## src/rtl/mpc_rx_pkg.sv

```systemverilog
// Shared definitions for the MPC receive sequencer: FSM state encoding,
// common widths and the idle-word (all-ones) detector.
package mpc_rx_pkg;

    localparam int STATE_W    = 3;
    localparam int ERRCNT_W   = 16;
    localparam int CNT_W      = 8;
    localparam int MAX_WORD_W = 64;

    typedef enum logic [STATE_W-1:0] {
        ST_HOLD   = 3'd0,
        ST_SETTLE = 3'd1,
        ST_CHECK  = 3'd2,
        ST_RUN    = 3'd3,
        ST_FRAME1 = 3'd4
    } state_e;

    // True when the low nbits of word are all ones (the MPC idle pattern).
    function automatic logic is_idle_word(input logic [MAX_WORD_W-1:0] word, input int nbits);
        logic idle;
        idle = 1'b1;
        for (int i = 0; i < MAX_WORD_W; i++) begin
            if (i < nbits && !word[i]) begin
                idle = 1'b0;
            end
        end
        return idle;
    endfunction

endpackage

```

## src/rtl/mpc_rx_err_counter.sv

```systemverilog
// Saturating error counter for the MPC receive sequencer.
// Only compiled when MPC_RX_ERRCNT_EN is defined; without it the sequencer
// ties its error count to zero and this module does not exist.
`ifdef MPC_RX_ERRCNT_EN
module mpc_rx_err_counter
    import mpc_rx_pkg::*;
#(
    parameter int W = ERRCNT_W
) (
    input  logic         clk_i,
    input  logic         rst_i,
    input  logic         inc_i,
    input  logic         clr_i,
    output logic [W-1:0] count_o
);

    logic [W-1:0] count_q;
    logic [W-1:0] count_d;

    // Clear has priority; increments stop at all-ones.
    always_comb begin
        count_d = count_q;
        if (clr_i) begin
            count_d = '0;
        end else if (inc_i && (count_q != {W{1'b1}})) begin
            count_d = count_q + 1'b1;
        end
    end

    // Count register, asynchronously cleared.
    always_ff @(posedge clk_i or posedge rst_i) begin
        if (rst_i) begin
            count_q <= '0;
        end else begin
            count_q <= count_d;
        end
    end

    assign count_o = count_q;

endmodule
`endif

```

## src/rtl/mpc_rx_sequencer.sv

```systemverilog
// MPC 80MHz DDR receive sequencer: holds the demux in async set, lets its
// output settle, qualifies a run of idle (all-ones) words, then assembles
// two-bx MPC frames from the 1st/2nd time slices.
// Optional feature macro: MPC_RX_ERRCNT_EN enables the saturating error count.
//
// Handshake: frame_valid is a one-clock pulse with no backpressure;
// frame_data is valid in that clock and holds its value until the next pulse.
module mpc_rx_sequencer
    import mpc_rx_pkg::*;
#(
    parameter int WIDTH      = 8,
    parameter int HOLD_CYC   = 8,
    parameter int SETTLE_CYC = 4,
    parameter int IDLE_REQ   = 16
) (
    input  logic                 clock,
    input  logic                 reset,
    input  logic                 rx_enable,
    input  logic                 resync,
    input  logic [WIDTH-1:0]     dout1st,
    input  logic [WIDTH-1:0]     dout2nd,
    output logic                 demux_set,
    output logic                 rx_ready,
    output logic                 frame_valid,
    output logic [4*WIDTH-1:0]   frame_data,
    output logic [STATE_W-1:0]   state_dbg,
    output logic [ERRCNT_W-1:0]  err_count
);

    localparam logic [CNT_W-1:0] HOLD_LAST   = CNT_W'(HOLD_CYC - 1);
    localparam logic [CNT_W-1:0] SETTLE_LAST = CNT_W'(SETTLE_CYC - 1);
    localparam logic [CNT_W-1:0] IDLE_LAST   = CNT_W'(IDLE_REQ - 1);

    state_e                 state_q;
    state_e                 state_d;
    logic [CNT_W-1:0]       cnt_q;
    logic [CNT_W-1:0]       cnt_d;
    logic [2*WIDTH-1:0]     w0_q;
    logic                   frame_valid_q;
    logic [4*WIDTH-1:0]     frame_data_q;

    logic [2*WIDTH-1:0]     word;
    logic [MAX_WORD_W-1:0]  word_ext;
    logic                   word_idle;
    logic                   frame_start;
    logic                   frame_done;

    assign word = {dout2nd, dout1st};

    // Idle detection on the full two-slice word; a low bit 0 of the first slice marks a start.
    always_comb begin
        word_ext                = '0;
        word_ext[2*WIDTH-1:0]   = word;
        word_idle               = is_idle_word(word_ext, 2 * WIDTH);
        frame_start             = (state_q == ST_RUN) && !dout1st[0];
        frame_done              = (state_q == ST_FRAME1) && rx_enable && !resync;
    end

    // State register and shared cycle counter.
    always_ff @(posedge clock or posedge reset) begin
        if (reset) begin
            state_q <= ST_HOLD;
            cnt_q   <= '0;
        end else begin
            state_q <= state_d;
            cnt_q   <= cnt_d;
        end
    end

    // Next-state logic; resync or a dropped enable forces HOLD and drops any partial frame.
    always_comb begin
        state_d = state_q;
        cnt_d   = cnt_q;
        if (resync || (!rx_enable && state_q != ST_HOLD)) begin
            state_d = ST_HOLD;
            cnt_d   = '0;
        end else begin
            case (state_q)
                ST_HOLD: begin
                    if (rx_enable) begin
                        if (cnt_q == HOLD_LAST) begin
                            state_d = ST_SETTLE;
                            cnt_d   = '0;
                        end else begin
                            cnt_d = cnt_q + 1'b1;
                        end
                    end
                end
                ST_SETTLE: begin
                    if (cnt_q == SETTLE_LAST) begin
                        state_d = ST_CHECK;
                        cnt_d   = '0;
                    end else begin
                        cnt_d = cnt_q + 1'b1;
                    end
                end
                ST_CHECK: begin
                    if (word_idle) begin
                        if (cnt_q == IDLE_LAST) begin
                            state_d = ST_RUN;
                            cnt_d   = '0;
                        end else begin
                            cnt_d = cnt_q + 1'b1;
                        end
                    end else begin
                        cnt_d = '0;
                    end
                end
                ST_RUN: begin
                    if (!dout1st[0]) begin
                        state_d = ST_FRAME1;
                    end
                end
                ST_FRAME1: begin
                    state_d = ST_RUN;
                end
                default: begin
                    state_d = ST_HOLD;
                    cnt_d   = '0;
                end
            endcase
        end
    end

    // Moore outputs decoded from the current state.
    always_comb begin
        demux_set = (state_q == ST_HOLD);
        rx_ready  = (state_q == ST_RUN) || (state_q == ST_FRAME1);
        state_dbg = state_q;
    end

    // Frame assembly: capture w0 on a start, publish {w1,w0} the clock after FRAME1.
    always_ff @(posedge clock or posedge reset) begin
        if (reset) begin
            w0_q          <= '0;
            frame_valid_q <= 1'b0;
            frame_data_q  <= '0;
        end else begin
            frame_valid_q <= frame_done;
            if (frame_start) begin
                w0_q <= word;
            end
            if (frame_done) begin
                frame_data_q <= {word, w0_q};
            end
        end
    end

    assign frame_valid = frame_valid_q;
    assign frame_data  = frame_data_q;

`ifdef MPC_RX_ERRCNT_EN
    logic err_event;

    // One error per clock at most: idle mismatch in CHECK or corrupt idle in RUN.
    always_comb begin
        err_event = 1'b0;
        if (rx_enable && !resync) begin
            if (state_q == ST_CHECK && !word_idle) begin
                err_event = 1'b1;
            end
            if (state_q == ST_RUN && dout1st[0] && !word_idle) begin
                err_event = 1'b1;
            end
        end
    end

    mpc_rx_err_counter #(
        .W (ERRCNT_W)
    ) u_err_counter (
        .clk_i   (clock),
        .rst_i   (reset),
        .inc_i   (err_event),
        .clr_i   (resync),
        .count_o (err_count)
    );
`else
    assign err_count = '0;
`endif

endmodule

```

## config.mk

```make
export PLATFORM = sky130hd
export DESIGN_NAME = mpc_rx_sequencer
export DESIGN_NICKNAME = d
export VERILOG_FILES = /design/src/rtl/mpc_rx_pkg.sv /design/src/rtl/mpc_rx_err_counter.sv /design/src/rtl/mpc_rx_sequencer.sv
export SDC_FILE = /design/constraint.sdc
export NUM_CORES = 1
export LEC_CHECK = 0
export ABC_AREA = 1
export ABC_CLOCK_PERIOD_IN_PS = 2100
export CORE_MARGIN = 2
export CORE_UTILIZATION = 49
export DETAILED_ROUTE_END_ITERATION = 12
export GPL_TIMING_DRIVEN = 0
export PLACE_DENSITY_LB_ADDON = 0.12
export SKIP_LAST_GASP = 1
export SLEW_MARGIN = 25
export SYNTH_ARGS = -nofsm -noshare
export SYNTH_HDL_FRONTEND = slang
export SYNTH_SLANG_ARGS = --single-unit
```

## constraint.sdc

```tcl
create_clock -name clock -period 2.1 [get_ports clock]
set_input_delay 0.42 -clock clock [delete_from_list [all_inputs] [get_ports clock]]
set_output_delay 0.42 -clock clock [all_outputs]
set_load 0.02 [all_outputs]
```

==> out/results.tsv <==
stage	metric	value	unit
place	gp weighted congestion	0.8597	
run	Max Cap Viol	0	
power_and_ir_drop	Clock Power Share	27.0	%
place	placed cell areas	3581	um^2
critical_path	Crit Reg-Reg Startpoint	state_dbg[0]	
sta	Final WS setup	113.2	ps
sta	RSZ-0062 raised after global routing	no	
critical_path	critical path arrival	1570	ps
sta	Fin. Hold Viols	0	
floorplanning	IO Pins	74	
synthesis	Yosys Warn Count	0	
power_and_ir_drop	switching power	0.001412	W
route	drt pass-1 iters	4	
global_routing	initial antenna violation count	0	
hold_path	Hold/Removal Path Class	in2async	
route	vias per inst	4.706	
route	post-route DRC violation count	0	
global_routing	vias in the first global route	2234	
global_routing	wire length of the first global-routing pass	10.19	mm
floorplanning	die area	6408	um^2
critical_path	reg-to-reg setup timing slack	470	ps
cts	Post-CTS Hold Fix Bufs	0	
sta	highest clock rate	503.3	MHz
critical_path	Setup CP Type	reg2out	
cts	H-tree lvl count	3	
synthesis	area leader, netlist	dfrtp_1	
route	Via Count	2325	
critical_path	RR Endpoint	frame_data[29]	
synthesis	Syn Inst Count	333	
power_and_ir_drop	combinational power share	33.2	%
global_routing	all-layer global routing usage	21.12	%
cts	Sink Count	60	
synthesis	Yosys cell types	30	
synthesis	Yosys top cell area share	52.98	%
cells_and_area	Synth-to-Final Area Change	33.91	%
sta	Clock Skew	7.944	ps
power_and_ir_drop	Total Power	0.004160	W
route	wire per inst	12.47	um
power_and_ir_drop	P_leak	1.959	nW
cts	TritonCTS clock tree	built	
cts	Clk Latency, worst-skew pair	330	ps
synthesis	Seq/Total Area, Yosys	52.98	%
power_and_ir_drop	sw frac	33.93	%
sta	post-layout minimum cycle time	1987	ps
floorplanning	total core area	5540	um^2
sta	Pins Over Slew Limit	0	
floorplanning	num rows	27	
global_routing	largest net degree at the start of global routing	47	
synthesis	Yosys reg bits	60	
cells_and_area	# diodes	0	
floorplanning	Die Height	80.05	um
floorplanning	Die X	80.05	um
global_routing	GRT overflow	0	
cts	root buffer cell	clkbuf_8	
power_and_ir_drop	sequential share of power	39.8	%
sta	setup violators final	0	
synthesis	top cells by area, synth	dfrtp_1, nand2_1, inv_1	
cells_and_area	share of post-route cells with drive strength above 1	14.22	%
cells_and_area	Final Cell Area	3795	um^2
route	Initial DRC Count	78	
cts	clk buf depth	2	
critical_path	CP max FO	6	
critical_path	Critical Path RT	1680	ps
cts	clk slew on worst S/H paths	70	ps
place	PortBufs	57	
critical_path	Worst setup EP type	output pin	
critical_path	Worst setup SP type	flip-flop	
critical_path	Reg2Reg Depth	7	
outcome	status	completed	
route	DRT antenna net count	0	
critical_path	Setup crit start	state_dbg[0]	
power_and_ir_drop	VDD IR max	0.5436	mV
floorplanning	Initial Utilization	51.15	%
critical_path	worst setup path end	rx_ready	
synthesis	mapped cell area	2834	um^2
power_and_ir_drop	Pint	0.002749	W
cts	CTS buffer count	9	
route	WL final	6.161	mm
sta	fin crit share	94.61	%
synthesis	syn avg cell area	8.510	um^2
place	HPWL after DPL	4.463	mm
cells_and_area	# nets final	438	
place	DP Worst Slack	44.51	ps
power_and_ir_drop	pwr dens	1096	nW/um^2
[layer usage]
metal	vias to the layer above	global-route usage, %	share of wire, %
li1	1178	-	-
met1	1079	27.18	46
met2	63	34.33	48
met3	5	6.404	5.6
met4	0	6.610	0.89
met5	-	0	0
[sequential cells by signal, summed over array words and instances (netlist names)]
signal       flops
w0_q            16
frame_data      32
state_dbg        3
frame_valid      1
cnt_q            8
[worst max-delay path, cell delays in order (launching register included)]
cell           delay (ps)
dfrtp_1               450
nand2_1               120
nor2_2                150
inv_2                  90
nand2_1                90
dlygate4sd2_1         340
[area by class of cell]
| type | count | area, um^2 |
|---|---|---|
| clock inverters | 7 | 91.34 |
| repair buffers | 58 | 595.6 |
| multi-input cells | 225 | 1061 |
| plain buffers | 24 | 181.4 |
| inverters | 39 | 148.9 |
| well taps | 72 | 90.09 |
| flip-flops and latches | 60 | 1503 |
| clock buffers | 9 | 123.9 |
| fillers | 489 | 1745 |
[logic make-up (layout without fill, tap and decap cells)]
logic type | after synthesis | after routing | share of synthesized area [%]
compound gates | 44 | 44 | 8.698
xor+xnor | 4 | 4 | 1.236
fa+ha+maj | 1 | 1 | 0.4414
buf+inv | 63 | 137 | 11.57
flops | 60 | 60 | 52.98
other cells | 1 | 16 | 0.1323
simple gates | 160 | 160 | 24.94
[worst min path at each step]
stage	cells past startpoint	slack, ps	startpoint	to
2_1_floorplan	2	450	w0_q[1]	frame_data[1]
3_3_place_gp	2	450	frame_data[27]	frame_data[27]
3_5_place_dp	2	460	frame_data[22]	frame_data[22]
4_1_cts	2	350	reset	frame_data[7]
5_1_grt	2	360	reset	frame_data[7]
6_report	2	350	reset	frame_data[7]
[power by group through the flow]
stage | combinational [W] | sequential (W) | clock, W
final | 0.00138 | 0.00165 | 0.00112
after global routing | 0.00153 | 0.00169 | 0.00120
after CTS | 0.00140 | 0.00166 | 0.00115
after detailed placement | 0.00140 | 0.00167 | 0
after global placement | 0.00137 | 0.00166 | 0
after floorplan | 0.000626 | 0.00186 | 0
[stage by stage]
step / std cells / setup TNS [ps] / hold WS (ps) / utilization, %
after global placement: 477 / -50690 / 454.8 / 64.09
after floorplan: 348 / 0 / 449.4 / -
after global routing: 494 / 0 / 362.8 / 68.50
after detailed placement: 478 / 0 / 460.1 / 64.63
final: 494 / 0 / 353.7 / 68.50
after CTS: 494 / 0 / 345.5 / 68.50
[timing repair]
action                                  in CTS  in global routing
resized for setup                            3                  0
buffers inserted                             0                  0
endpoints found under the setup margin       2                  0
[Yosys cell counts]
library cell,n
nand2_1,115
dfrtp_1,60
inv_1,36
o21ai_1,21
o21ai_0,18
buf_4,17
nand3_1,16
nor2_1,12
nand2_2,4
nand4_1,4
xor2_1,4
buf_2,3
buf_6,3
inv_2,3
nor2_2,2
a21o_1,1
a21oi_2,1
clkbuf_2,1
conb_1,1
ha_1,1
nand3_4,1
nand3b_1,1
nor2_4,1
nor2_8,1
nor3_1,1
nor3_2,1
nor3_4,1
o21a_1,1
o21ai_2,1
o21bai_4,1
[layout by cell type (no fill, tap or decap), types with 2 or more instances in the layout]
master / Yosys / final
buf_2: 3 / 3
buf_4: 17 / 17
buf_6: 3 / 3
bufinv_16: 0 / 2
clkbuf_8: 0 / 9
clkdlybuf4s50_1: 0 / 55
clkinv_2: 0 / 3
conb_1: 1 / 16
dfrtp_1: 60 / 59
dlygate4sd2_1: 0 / 2
inv_1: 36 / 35
inv_2: 3 / 3
nand2_1: 115 / 115
nand2_2: 4 / 4
nand3_1: 16 / 16
nand4_1: 4 / 4
nor2_1: 12 / 12
nor2_2: 2 / 2
o21ai_0: 18 / 18
o21ai_1: 21 / 21
xor2_1: 4 / 4
No activity file was read; power rests on OpenSTA's default activity.
